### config.mk
export PLATFORM = sky130hd
export DESIGN_NAME = led_gpio_driver
export DESIGN_NICKNAME = d
export VERILOG_FILES = /design/src/rtl/led_gpio_driver.sv
export SDC_FILE = /design/constraint.sdc
export NUM_CORES = 1
export LEC_CHECK = 0
export ABC_AREA = 1
export CAP_MARGIN = 20
export CORE_AREA = 2 2 153 155
export CTS_CLUSTER_DIAMETER = 30
export DETAILED_ROUTE_END_ITERATION = 12
export DIE_AREA = 0 0 155 157
export GPL_ROUTABILITY_DRIVEN = 1
export PLACE_DENSITY_LB_ADDON = 0.1
export RECOVER_POWER = 25
export SLEW_MARGIN = 20
export SYNTH_ARGS = -nofsm -noshare
export SYNTH_HDL_FRONTEND = slang
export SYNTH_SLANG_ARGS = --single-unit
### constraint.sdc
create_clock -name CLOCK_50 -period 3.26 [get_ports CLOCK_50]
set_input_delay 0.326 -clock CLOCK_50 [delete_from_list [all_inputs] [get_ports CLOCK_50]]
set_output_delay 0.326 -clock CLOCK_50 [all_outputs]
set_load 0.02 [all_outputs]
### src/rtl/led_gpio_driver.sv
// led_gpio_driver: drives the board LEDs from the platform GPIO export.
// Each LED shows its GPIO bit gated by a global PWM dimming level. Every
// 0->1 edge of a GPIO bit also forces that LED fully on for STRETCH_MS
// millisecond ticks, so that short software pulses stay visible.
//
// Ports:
//   CLOCK_50  in   1  system clock
//   reset     in   1  synchronous, active-high reset
//   gpio_in   in   8  GPIO export word (same clock domain)
//   LEDG      out  8  registered LED drive, active-high
module led_gpio_driver #(
    parameter int unsigned TICK_DIV   = 50_000,
    parameter int unsigned PWM_DIV    = 195,
    parameter int unsigned DUTY       = 64,
    parameter int unsigned STRETCH_MS = 100
) (
    input  logic       CLOCK_50,
    input  logic       reset,
    input  logic [7:0] gpio_in,
    output logic [7:0] LEDG
);

    localparam int unsigned N_LED  = 8;
    localparam int unsigned STR_W  = 16;
    localparam int unsigned PWM_W  = 8;
    localparam int unsigned TICK_W = (TICK_DIV > 1) ? $clog2(TICK_DIV) : 1;
    localparam int unsigned DIV_W  = (PWM_DIV > 1) ? $clog2(PWM_DIV) : 1;

    localparam logic [TICK_W-1:0] TICK_LAST = TICK_W'(TICK_DIV - 1);
    localparam logic [DIV_W-1:0]  DIV_LAST  = DIV_W'(PWM_DIV - 1);
    localparam logic [STR_W-1:0]  STR_LOAD  = STR_W'(STRETCH_MS);
    // 9-bit so that DUTY = 256 compares as always-on
    localparam logic [PWM_W:0]    DUTY_CMP  = (PWM_W + 1)'(DUTY);

    logic [N_LED-1:0]  r_gpio_q;
    logic [N_LED-1:0]  r_gpio_prev;
    logic [DIV_W-1:0]  r_div_cnt;
    logic [PWM_W-1:0]  r_pwm_cnt;
    logic [TICK_W-1:0] r_tick_cnt;
    logic [STR_W-1:0]  r_stretch [N_LED];

    logic [N_LED-1:0]  w_rise;
    logic [N_LED-1:0]  w_flash;
    logic              w_div_wrap;
    logic              w_tick;
    logic              w_pwm_on;

    // Edge detect, prescaler wraps and PWM compare
    always_comb begin
        w_rise     = r_gpio_q & ~r_gpio_prev;
        w_div_wrap = (r_div_cnt == DIV_LAST);
        w_tick     = (r_tick_cnt == TICK_LAST);
        w_pwm_on   = ({1'b0, r_pwm_cnt} < DUTY_CMP);
        for (int i = 0; i < int'(N_LED); i++) begin
            w_flash[i] = (r_stretch[i] != '0);
        end
    end

    // Input register and previous-sample register for edge detection
    always_ff @(posedge CLOCK_50) begin
        if (reset) begin
            r_gpio_q    <= '0;
            r_gpio_prev <= '0;
        end else begin
            r_gpio_q    <= gpio_in;
            r_gpio_prev <= r_gpio_q;
        end
    end

    // PWM prescaler and 8-bit PWM phase counter
    always_ff @(posedge CLOCK_50) begin
        if (reset) begin
            r_div_cnt <= '0;
            r_pwm_cnt <= '0;
        end else if (w_div_wrap) begin
            r_div_cnt <= '0;
            r_pwm_cnt <= r_pwm_cnt + PWM_W'(1);
        end else begin
            r_div_cnt <= r_div_cnt + DIV_W'(1);
        end
    end

    // Millisecond tick prescaler
    always_ff @(posedge CLOCK_50) begin
        if (reset) begin
            r_tick_cnt <= '0;
        end else if (w_tick) begin
            r_tick_cnt <= '0;
        end else begin
            r_tick_cnt <= r_tick_cnt + TICK_W'(1);
        end
    end

    // Per-lane flash counters: a rising edge reloads and beats a same-cycle tick
    always_ff @(posedge CLOCK_50) begin
        if (reset) begin
            for (int i = 0; i < int'(N_LED); i++) begin
                r_stretch[i] <= '0;
            end
        end else begin
            for (int i = 0; i < int'(N_LED); i++) begin
                if (w_rise[i]) begin
                    r_stretch[i] <= STR_LOAD;
                end else if (w_tick && w_flash[i]) begin
                    r_stretch[i] <= r_stretch[i] - STR_W'(1);
                end
            end
        end
    end

    // LED drive: flash overrides, otherwise PWM-dimmed GPIO level
    always_ff @(posedge CLOCK_50) begin
        if (reset) begin
            LEDG <= '0;
        end else begin
            LEDG <= w_flash | (r_gpio_q & {N_LED{w_pwm_on}});
        end
    end

endmodule

After elaboration in Yosys (flattened, before gate mapping)
Memory sizes are Yosys's and may differ from the RTL's.
Cells that the tools add are included.
Storage, ports and cells
  register bits after elaboration: 56
  bits in latches: 0
  RAM bits: 128
  bits in read-only memories: 0
  bits of input ports: 10
  output and inout port bits: 8
  word-level logic and storage cells: 133
  memories kept: 1
Memories
  r_stretch: depth 8, bits a word 16, read ports 8, clocked after memory_dff 0, write ports 8, RTL line 40  | logic [STR_W-1:0] r_stretch [N_LED];
Operators by class
  add/subtract/negate cells: 11
  multipliers: 0
  divide/modulo/power cells: 0
  magnitude comparators: 1
  eq/ne operators: 2
  shift-type cells: 0
  multiplexer cells: 74
  bitwise logic cells: 20
  reductions and logical operators: 18
Operators by type and width (number)
  2-to-1 mux 16 bit: 16
  nonzero test 16 bit: 8
  subtractor 16 x 1 -> 16 bit, second input constant: 8
  2-to-1 mux 1 bit: 58
  adder 16 x 1 -> 16 bit, second input constant: 1
  adder 8 x 1 -> 8 bit, second input constant: 2
  AND 8 bit: 2
  equality test 16 bit, second input constant: 1
  OR 1 bit: 16
  equality test 8 bit, second input constant: 1
  logical AND 1 bit: 8
  < comparator 8 x 7 -> 1 bit, second input constant: 1
  NOT 8 bit: 1
  OR 8 bit: 1
  OR reduction 2 bit: 2

Logic depth before layout (Yosys ltp)
  depth in word-level cells: 7
  depth in mapped cells: 12
  depth with buffers taken out: 11

Worst setup path after synthesis
No wires, ideal clock.
  path type: flip-flop to flip-flop
  start: reg r_tick_cnt[0]
  end: mem r_stretch[6][0], in the netlist r_stretch[1][32], enable pin
  library setup time: 411 ps
  arrival time: 2190 ps
  required time: 2849 ps
  path slack: 659 ps
  stages on the path, launching flop included: 8
  path buffers: 0
  clock period less this slack: 2601 ps
  path through: dfxtp_1 > ha_1 > nand2_1 > inv_2 > nand2_2 > nor2_4 > nand3_2 > o21ai_0
RTL lines
  start: declaration: RTL line 39  | logic [TICK_W-1:0] r_tick_cnt;
  start signal: assignment: RTL line 90  | r_tick_cnt <= r_tick_cnt + TICK_W'(1);
  end: declaration: RTL line 40

==> metrics <==
run status completed; post-place instance area about 11,000 um2; effective utilization at floorplan 44.69%; clock latency of the later-clocked register in the worst-skew pair 0.42 ns; Hold WS 0.4472 ns; total die area roughly 24,000 um2; area leader, netlist sky130_fd_sc_hd__edfxtp_1; final non-filler cell total 1,559; post_cts resized 0; Worst IR Drop VDD 0.3117 mV; number of vias per cell after detailed routing ~4.8; cell types with the largest area share after synthesis sky130_fd_sc_hd__edfxtp_1, sky130_fd_sc_hd__nor2_1, sky130_fd_sc_hd__dfxtp_1; worst hold-check path type reg -> reg; clock tree from TritonCTS built; Core Rows 55; most used cells in the layout excluding fill and tap cells sky130_fd_sc_hd__nor2_1, sky130_fd_sc_hd__nand2_1, sky130_fd_sc_hd__inv_1, sky130_fd_sc_hd__edfxtp_1, sky130_fd_sc_hd__nand3_1; MaxCap Viol Count 0; average cell area after synthesis 8.150 um2; layout cells sized above 1 5.416%; H-tree depth reported by CTS 4; combinational family with the most area after synthesis simple AND/OR/NAND/NOR gates; multiplexer area fraction after synthesis 0%; global placer's final weighted congestion 0.8139; IO Count 18; most frequent standard cell in the layout excluding fill and tap cells sky130_fd_sc_hd__nor2_1; crit path DAT 2.73 ns; power per unit of standard cell area 468.5 nW/um2; final worst slack 0.5845 ns; number of nets in the final layout 1,290; RSZ-0062 raised after global routing no; clock-pin slew on the worst setup and hold paths 0.06 ns; top flip-flop cell by instance count after synthesis sky130_fd_sc_hd__edfxtp_1; Max-slew headroom between 40 and 50%; cell area after synthesis between 10,000 and 15,000 um2; proportion of register bits with asynchronous set or reset after synthesis 0%; final slew viol count 0; largest net degree at the start of global routing 29; number of DRC markers in iteration 0 432; cts hold-fix bufs 0; dpl ws 0.6609 ns; portion of the post-synthesis area used by sequential elements 49.37%; post-synthesis net count 1,263; ANT cells 0; horizontal die dimension 155 um; Yosys warning total 0; Critical Path Sink Type register; global-route congestion overflow total 0; crit share post-route 82.07%; area share of xor/xnor cells in the synthesized design 6.619%; highest achievable clock rate 373.8 MHz; number of distinct standard cells referenced by the synthesized netlist 35; number of inserted filler cells in the final layout 2,184; number of enable-type register cells in the synthesized netlist 128; Pleak between 4 and 5 nW; TritonCTS sink count 184; average wire per cell in the routed design 12.19 um; HPWL after detailed placement 13,760 um; final setup violation count 0; clock period minus worst slack 2.676 ns; post-synthesis to final-layout area growth 9.953%; DRC viols 0; final antenna-violating net count 0; global-route wire length before repair 32,710 um; overall routed net length 19,010 um; Post-Route Setup TNS 0 ns; vias in the first global route 7,037; required time of the worst setup path 3.32 ns; Layout Cell Area excl Fill 11,060 um2; Layout Skew 0.009539 ns; antenna violations before repair 0; Worst-Margin Slew 0.8420 ns; via total after detailed routing 7,476; number of input and output port buffers inserted 17; vertical die dimension 157 um; final hold vios 0; Max Fanout on Critical Path 16; number of instances in the synthesized netlist around 1,200; simple-gate area share of the yosys netlist a little under a third; synthesized-area fraction occupied by ao, oa, aoi and oai cells about 4.5%; buffer levels on the longest clock path 2; area share of the largest cell type after synthesis a little under two fifths; combined global-route utilization of all metal layers between 10% and 20%; number of iterations in the first detailed-routing pass 4; Placed Instances 1,527; Post-Synth Adder-Cell Area 2.364%; number of buffers created by CTS 17; kind of start point of the critical path register; library cell used as clock root buffer sky130_fd_sc_hd__clkbuf_16; number of setup buffers added after CTS 0; Worst Setup Path Type reg -> reg; total core area 22,500 um2; Synth Register Bits 184
per-stage QoR:
step | power, mW | util, %
floorplan | 3.043 | -
global placement | 3.166 | 46.68
detailed placement | 3.166 | 46.68
CTS | 5.266 | 49.30
global route | 5.422 | 49.14
finish | 5.181 | 49.14
registers in the layout (all words and copies together) (netlist names):
signal	cells
r_gpio_prev	8
r_pwm_cnt	8
r_div_cnt	8
r_tick_cnt	16
LEDG	8
r_stretch	128
r_gpio_q	8
layer usage:
layer | up-vias | routed length (um) | global-route usage [%] | part of all wire, %
met3 | 20 | 443 | 2.533 | 2.3
met4 | 0 | 275 | 5.776 | 1.4
met2 | 60 | 8556 | 26.84 | 45
li1 | 4024 | - | - | -
met5 | - | 0 | 0 | 0
met1 | 3372 | 9735 | 22.35 | 51
cell usage after synthesis, types with 10 or more instances:
library cell and count:
sky130_fd_sc_hd__inv_1 136, sky130_fd_sc_hd__xnor2_1 22, sky130_fd_sc_hd__nand3_1 72, sky130_fd_sc_hd__a21oi_2 10
sky130_fd_sc_hd__edfxtp_1 128, sky130_fd_sc_hd__xor2_1 54, sky130_fd_sc_hd__nand2_1 213, sky130_fd_sc_hd__ha_1 19
sky130_fd_sc_hd__nor3_1 30, sky130_fd_sc_hd__nand4_1 10, sky130_fd_sc_hd__a21oi_1 40, sky130_fd_sc_hd__dfxtp_1 56
sky130_fd_sc_hd__o21ai_0 21, sky130_fd_sc_hd__nor2_1 347
power by group:
part	leakage, nW	internal [mW]	switching [mW]
registers	1.80	2.60	0.0809
clock network	0.276	1.21	0.867
logic	2.32	0.146	0.277
total	4.40	3.96	1.22
cell type report:
class / count / area, um2 / share of cell area (%)
clock buffers: 20 / 436.7 / 3.949
clock inverters: 12 / 152.6 / 1.380
inverters: 140 / 525.5 / 4.752
multi-input cells: 896 / 4418 / 39.95
flip-flops and latches: 184 / 4965 / 44.90
well taps: 285 / 356.6 / 3.225
repair buffers: 22 / 203.9 / 1.844
critical path, stage by stage, from the launching register on:
cell and delay [ns]:
sky130_fd_sc_hd__dfxtp_1 0.35, sky130_fd_sc_hd__ha_1 0.17, sky130_fd_sc_hd__nand2_1 0.07, sky130_fd_sc_hd__inv_1 0.10, sky130_fd_sc_hd__nand2_2 0.06, sky130_fd_sc_hd__nor2_1 0.19
sky130_fd_sc_hd__inv_2 0.08, sky130_fd_sc_hd__nor2_4 0.44, sky130_fd_sc_hd__nand2_1 0.09, sky130_fd_sc_hd__nand2_1 0.08, sky130_fd_sc_hd__nand2_1 0.10, sky130_fd_sc_hd__nand2_1 0.57
logic make-up (layout without fill, tap and decap cells):
logic type	Yosys count	in the layout
AND/OR/NAND/NOR	722	722
flip-flops	184	184
buffers and inverters	154	194
AO/OA/AOI/OAI	79	79
XOR/XNOR	76	76
adder cells (fa/ha/maj)	19	19
worst paths after layout:
path	from	endpoint	slack (ns)	cells after the start
setup / recovery	r_tick_cnt[0]	r_stretch[0][33]	0.58	11
hold / removal	r_tick_cnt[0]	r_tick_cnt[0]	0.45	1
setup reg to reg	r_tick_cnt[0]	r_stretch[0][33]	0.58	11
hold reg to reg	r_tick_cnt[0]	r_tick_cnt[0]	0.45	1
Power figures use the tool's default switching activity.
